`config.mk`:
```
export PLATFORM = sky130hd
export DESIGN_NAME = alu_sequencer
export DESIGN_NICKNAME = d
export VERILOG_FILES = /design/src/rtl/alu_sequencer.sv
export SDC_FILE = /design/constraint.sdc
export NUM_CORES = 1
export LEC_CHECK = 0
export CAP_MARGIN = 40
export CORE_ASPECT_RATIO = 0.5
export CORE_MARGIN = 4
export CORE_UTILIZATION = 40
export CTS_CLUSTER_DIAMETER = 50
export DETAILED_ROUTE_END_ITERATION = 16
export GPL_TIMING_DRIVEN = 0
export PLACE_DENSITY = 0.68
export SYNTH_ARGS = -nofsm -noshare
export SYNTH_HDL_FRONTEND = slang
export SYNTH_SLANG_ARGS = --single-unit
```
`constraint.sdc`:
```
create_clock -name Clk -period 6.5 [get_ports Clk]
set_input_delay 0.65 -clock Clk [delete_from_list [all_inputs] [get_ports Clk]]
set_output_delay 0.65 -clock Clk [all_outputs]
set_load 0.05 [all_outputs]
```
`src/rtl/alu_sequencer.sv`:
```
// Multi-cycle sequencer in front of the shared ALU: runs native ops in one pass
// and builds SUB/NEG/OR/DBL from several passes through internal temp registers.
module alu_sequencer #(
  parameter int unsigned WIDTH = 16
) (
  input  logic             Clk,
  input  logic             Reset,
  input  logic             Start,
  input  logic [2:0]       OP,
  input  logic [WIDTH-1:0] A,
  input  logic [WIDTH-1:0] B,
  input  logic [WIDTH-1:0] ALU_OUT,
  output logic [WIDTH-1:0] ALU_A,
  output logic [WIDTH-1:0] ALU_B,
  output logic [1:0]       ALUK,
  output logic [WIDTH-1:0] RESULT,
  output logic             Busy,
  output logic             Done
);

  localparam logic [2:0] OP_ADD = 3'd0;
  localparam logic [2:0] OP_AND = 3'd1;
  localparam logic [2:0] OP_NOT = 3'd2;
  localparam logic [2:0] OP_PSA = 3'd3;
  localparam logic [2:0] OP_SUB = 3'd4;
  localparam logic [2:0] OP_NEG = 3'd5;
  localparam logic [2:0] OP_OR  = 3'd6;
  localparam logic [2:0] OP_DBL = 3'd7;

  localparam logic [1:0] K_ADD = 2'b00;
  localparam logic [1:0] K_AND = 2'b01;
  localparam logic [1:0] K_NOT = 2'b10;
  localparam logic [1:0] K_PSA = 2'b11;

  typedef enum logic {IDLE, EXEC} state_t;
  typedef enum logic [1:0] {DST_T0, DST_T1, DST_R} dst_t;

  state_t           state_q, state_d;
  logic [1:0]       step_q, step_d;
  logic [2:0]       op_q, op_d;
  logic [WIDTH-1:0] ra_q, ra_d, rb_q, rb_d;
  logic [WIDTH-1:0] t0_q, t0_d, t1_q, t1_d;
  logic [WIDTH-1:0] result_q, result_d;
  logic             done_q, done_d;

  logic [1:0]       aluk_c;
  logic [WIDTH-1:0] alu_a_c, alu_b_c;
  dst_t             dst_c;

  // Pass decode: ALU controls and capture destination from (op, step)
  always_comb begin
    aluk_c  = K_PSA;
    alu_a_c = '0;
    alu_b_c = '0;
    dst_c   = DST_R;
    if (state_q == EXEC) begin
      case (op_q)
        OP_ADD: begin aluk_c = K_ADD; alu_a_c = ra_q; alu_b_c = rb_q; end
        OP_AND: begin aluk_c = K_AND; alu_a_c = ra_q; alu_b_c = rb_q; end
        OP_NOT: begin aluk_c = K_NOT; alu_a_c = ra_q; end
        OP_PSA: begin aluk_c = K_PSA; alu_a_c = ra_q; end
        OP_DBL: begin aluk_c = K_ADD; alu_a_c = ra_q; alu_b_c = ra_q; end
        OP_SUB: begin
          case (step_q)
            2'd0:    begin aluk_c = K_NOT; alu_a_c = rb_q; dst_c = DST_T0; end
            2'd1:    begin aluk_c = K_ADD; alu_a_c = t0_q; alu_b_c = WIDTH'(1); dst_c = DST_T0; end
            default: begin aluk_c = K_ADD; alu_a_c = ra_q; alu_b_c = t0_q; end
          endcase
        end
        OP_NEG: begin
          if (step_q == 2'd0) begin
            aluk_c = K_NOT; alu_a_c = ra_q; dst_c = DST_T0;
          end else begin
            aluk_c = K_ADD; alu_a_c = t0_q; alu_b_c = WIDTH'(1);
          end
        end
        default: begin // OR via De Morgan: ~(~a & ~b)
          case (step_q)
            2'd0:    begin aluk_c = K_NOT; alu_a_c = ra_q; dst_c = DST_T0; end
            2'd1:    begin aluk_c = K_NOT; alu_a_c = rb_q; dst_c = DST_T1; end
            2'd2:    begin aluk_c = K_AND; alu_a_c = t0_q; alu_b_c = t1_q; dst_c = DST_T0; end
            default: begin aluk_c = K_NOT; alu_a_c = t0_q; end
          endcase
        end
      endcase
    end
  end

  // Next-state: accept in IDLE, capture ALU_OUT into the pass destination in EXEC
  always_comb begin
    state_d  = state_q;
    step_d   = step_q;
    op_d     = op_q;
    ra_d     = ra_q;
    rb_d     = rb_q;
    t0_d     = t0_q;
    t1_d     = t1_q;
    result_d = result_q;
    done_d   = 1'b0;
    case (state_q)
      IDLE: begin
        if (Start) begin
          state_d = EXEC;
          step_d  = 2'd0;
          op_d    = OP;
          ra_d    = A;
          rb_d    = B;
        end
      end
      default: begin
        case (dst_c)
          DST_T0: t0_d = ALU_OUT;
          DST_T1: t1_d = ALU_OUT;
          default: begin
            result_d = ALU_OUT;
            state_d  = IDLE;
            done_d   = 1'b1;
          end
        endcase
        step_d = (dst_c == DST_R) ? 2'd0 : step_q + 2'd1;
      end
    endcase
  end

  always_ff @(posedge Clk or posedge Reset) begin
    if (Reset) begin
      state_q  <= IDLE;
      step_q   <= 2'd0;
      op_q     <= 3'd0;
      ra_q     <= '0;
      rb_q     <= '0;
      t0_q     <= '0;
      t1_q     <= '0;
      result_q <= '0;
      done_q   <= 1'b0;
    end else begin
      state_q  <= state_d;
      step_q   <= step_d;
      op_q     <= op_d;
      ra_q     <= ra_d;
      rb_q     <= rb_d;
      t0_q     <= t0_d;
      t1_q     <= t1_d;
      result_q <= result_d;
      done_q   <= done_d;
    end
  end

  assign ALU_A  = alu_a_c;
  assign ALU_B  = alu_b_c;
  assign ALUK   = aluk_c;
  assign RESULT = result_q;
  assign Busy   = (state_q == EXEC);
  assign Done   = done_q;

endmodule
```
==> run summary <==
Cts hold-fix bufs = 0
GRT overflow = 0
Peak supply drop = 0.0002902 V
Cell Count Post-Placement = 673
Min cycle time layout = 4.295 ns
Most frequent cells in the layout = 105 x clkdlybuf4s50_1, 87 x dfrtp_1, 62 x mux2_2, 35 x a21oi_1, 26 x nand2_1
Post-synth EDFFs = 0
Post-synth ARST share = 100.0%
Status = finished clean
Main flop type after synthesis = dfrtp_1
Last weighted congestion value of the routability-driven placer = 0.8633
Post-CTS setup repair buffer count = 0
Leading cell type in the layout, fill and taps excluded = clkdlybuf4s50_1
Core area = 11810 um^2
Largest net degree at the start of global routing = 50
Element type at the critical path end = output pin
Finished Core Util = 54.71%
Final Hold Viols = 0
Post-DRT Antenna Nets = 0
Endpoints failing setup = 0
Vias per cell = 5.875
Max cap viols = 0
Worst path cell trace = inv_1, ha_1, buf_4, nor3_1, clkbuf_1, a221o_1, clkdlybuf4s50_1
Average instance area after synthesis = 12.00 um^2
Final HPWL DP = 10.05 mm
Area of the multi-input gates = 2389 um^2
Clk pin slew, worst setup/hold paths = 0.07 ns
Clk_lat worst skew = 0.34 ns
GRT Util Overall = 20.58%
I/O Buffers = 105
DR WL/cell = 20.86 um
Slew Viols, Final = 0
Width of the die = 163.3 um
Critical Path RT = 5.85 ns
Die area = 13990 um^2
Layout area overhead = 33.83%
R2R setup slack = 4.21 ns
DR iter-0 viols = 566
Inserted Diodes = 0
Fillers = 1044
WL final = 14.35 mm
Max Fclk = 232.8 MHz
Slew at the pin closest to its max-slew limit = 0.7179 ns
CP Data Arrival Time = 3.65 ns
WHS Endpoint = RESULT[10]
Yosys warning count = 0
Post-Synthesis Cells = 402
R2r endpoint = t0_q[6]
Register area = 2177 um^2
First-pass GRT wire length = 22.51 mm
Highest net fanout along the worst path = 10
Die span in y = 85.67 um
Residual DRC = 0
Slowest-stage cell, CP = clkdlybuf4s50_1
Via count = 4042
R2R cell count = 7
Reg-to-Reg Start = step_q[1]
Buffers & Inverters on Critical Path = 4
Startpoint Class = flip-flop
Layout Cells excl Fill = 688
Vias in the first global route = 4005
Power density cells = 600.4 nW/um^2
Root buf cell = clkbuf_16
# H-tree levels = 3
RSZ-0062 raised after global routing = false
Layout cells sized above 1 = 26.00%
Slowest cell delay on critical path = 0.82 ns
Fin crit share = 66.08%
Num CTS Buffers = 9
Cell variety after synth = 48
Final total negative setup slack = 0 ns
Initial Util = 40.88%
CTS sink cnt = 87
Min-Delay Path Class = flip-flop to flip-flop
Hold Startpoint = RESULT[10]
P_leak = 2.518 nW
First-pass DRT Iterations = 6
Cell family with most CP delay = buffers and inverters
Clock Path Buffers = 2
Syn Nets = 461
Initial antenna violation count = 0
CTS tree = built
Worst Skew = 0.008503 ns
WS Path Type = flip-flop to output pin
FP Rows = 28
Rel. slew slack = 51.77%
Seq/Total Area, Yosys = 45.11%
IO Pins = 106
Hold path cells = 1
Number of nets in the layout = 578
Power Total = 3.878 mW
PostCTS Resize Cnt = 0
Post-Synthesis Cell Area = 4826 um^2
Flop and latch count out of synthesis = 87
## flip-flops by register name, indices dropped and copies added, names as in the netlist
name,cells
rb_q,16
Busy,1
RESULT,16
ra_q,16
step_q,2
t0_q,16
op_q,3
t1_q,16
Done,1
## worst reg2reg max path, cell delays in order (launching register included)
cell and delay, ns:
dfrtp_1 0.44, inv_1 0.12, ha_1 0.34, and2b_4 0.25, nand3_2 0.12, a22oi_4 0.36, buf_8 0.23, mux2_4 0.32
## metal layers
metal | track usage [%] | vias up | wire length, um
li1 | - | 1781 | -
met1 | 29.56 | 2032 | 6464
met2 | 31.50 | 200 | 6483
met3 | 5.281 | 29 | 1115
met4 | 4.718 | 0 | 289
met5 | 0 | - | 0
## where the power goes
part / internal (mW) / switching [mW] / total [mW] / leakage (nW)
clock network: 0.385 / 0.220 / 0.605 / 0.165
logic: 0.924 / 1.29 / 2.21 / 1.33
registers: 0.812 / 0.246 / 1.06 / 1.03
## worst max path at each step
stage	end	startpoint	slack, ns	cells past startpoint
floorplan	ALU_A[0]	step_q[0]	3.09	7
global placement	op_q[2]	Reset	2.09	2
detailed placement	ALU_A[14]	step_q[0]	2.68	7
CTS	ALU_A[14]	step_q[1]	2.29	7
global route	ALU_A[14]	step_q[0]	1.97	7
finish	ALU_A[14]	step_q[1]	2.20	7
## synth_stat cells (4+ instances only)
cell / number / area, um^2
nand3b_1: 7 / 52.55
o21ai_0: 4 / 20.02
buf_6: 7 / 78.83
a221o_1: 9 / 90.09
nor3b_1: 14 / 105.1
buf_4: 5 / 37.54
a211oi_1: 14 / 105.1
mux2_4: 20 / 300.3
ha_1: 5 / 62.56
clkbuf_1: 14 / 52.55
a21oi_1: 35 / 175.2
buf_2: 9 / 45.04
nor2_1: 7 / 26.28
a221o_2: 5 / 56.30
a22oi_1: 4 / 30.03
mux2_2: 62 / 698.2
dfrtp_1: 87 / 2177
inv_1: 6 / 22.52
a221oi_1: 14 / 122.6
a222oi_1: 15 / 150.1
nand2_1: 26 / 97.59
## kinds of logic (layout without fill, tap and decap cells)
group	count (synthesis)	count (layout)	share of synthesized area, %
mux	83	83	20.90
compound gates	114	114	18.93
buf+inv	44	165	5.393
simple gates	69	69	8.375
flops	87	87	45.11
fa+ha+maj	5	5	1.296
## layout make-up
cell class                      count  share of cell area (%)
Clock buffer                       10                   3.700
Inverter                            7                  0.4456
Sequential cell                    87                   33.71
Multi-Input combinational cell    271                   36.98
Tap cell                          165                   3.196
Timing Repair Buffer              106                   16.70
Buffer                             37                   3.623
Clock inverter                      5                   1.647
## metrics by stage
stage	worst slack [ns]	instance area (um^2)	hold slack [ns]
floorplan	3.088	4826	0.4792
detailed placement	2.675	6113	0.4920
finish	2.205	6459	0.5056
global route	1.975	6459	0.5220
global placement	2.089	6083	0.4883
CTS	2.289	6459	0.5097
Power figures use the tool's default switching activity.
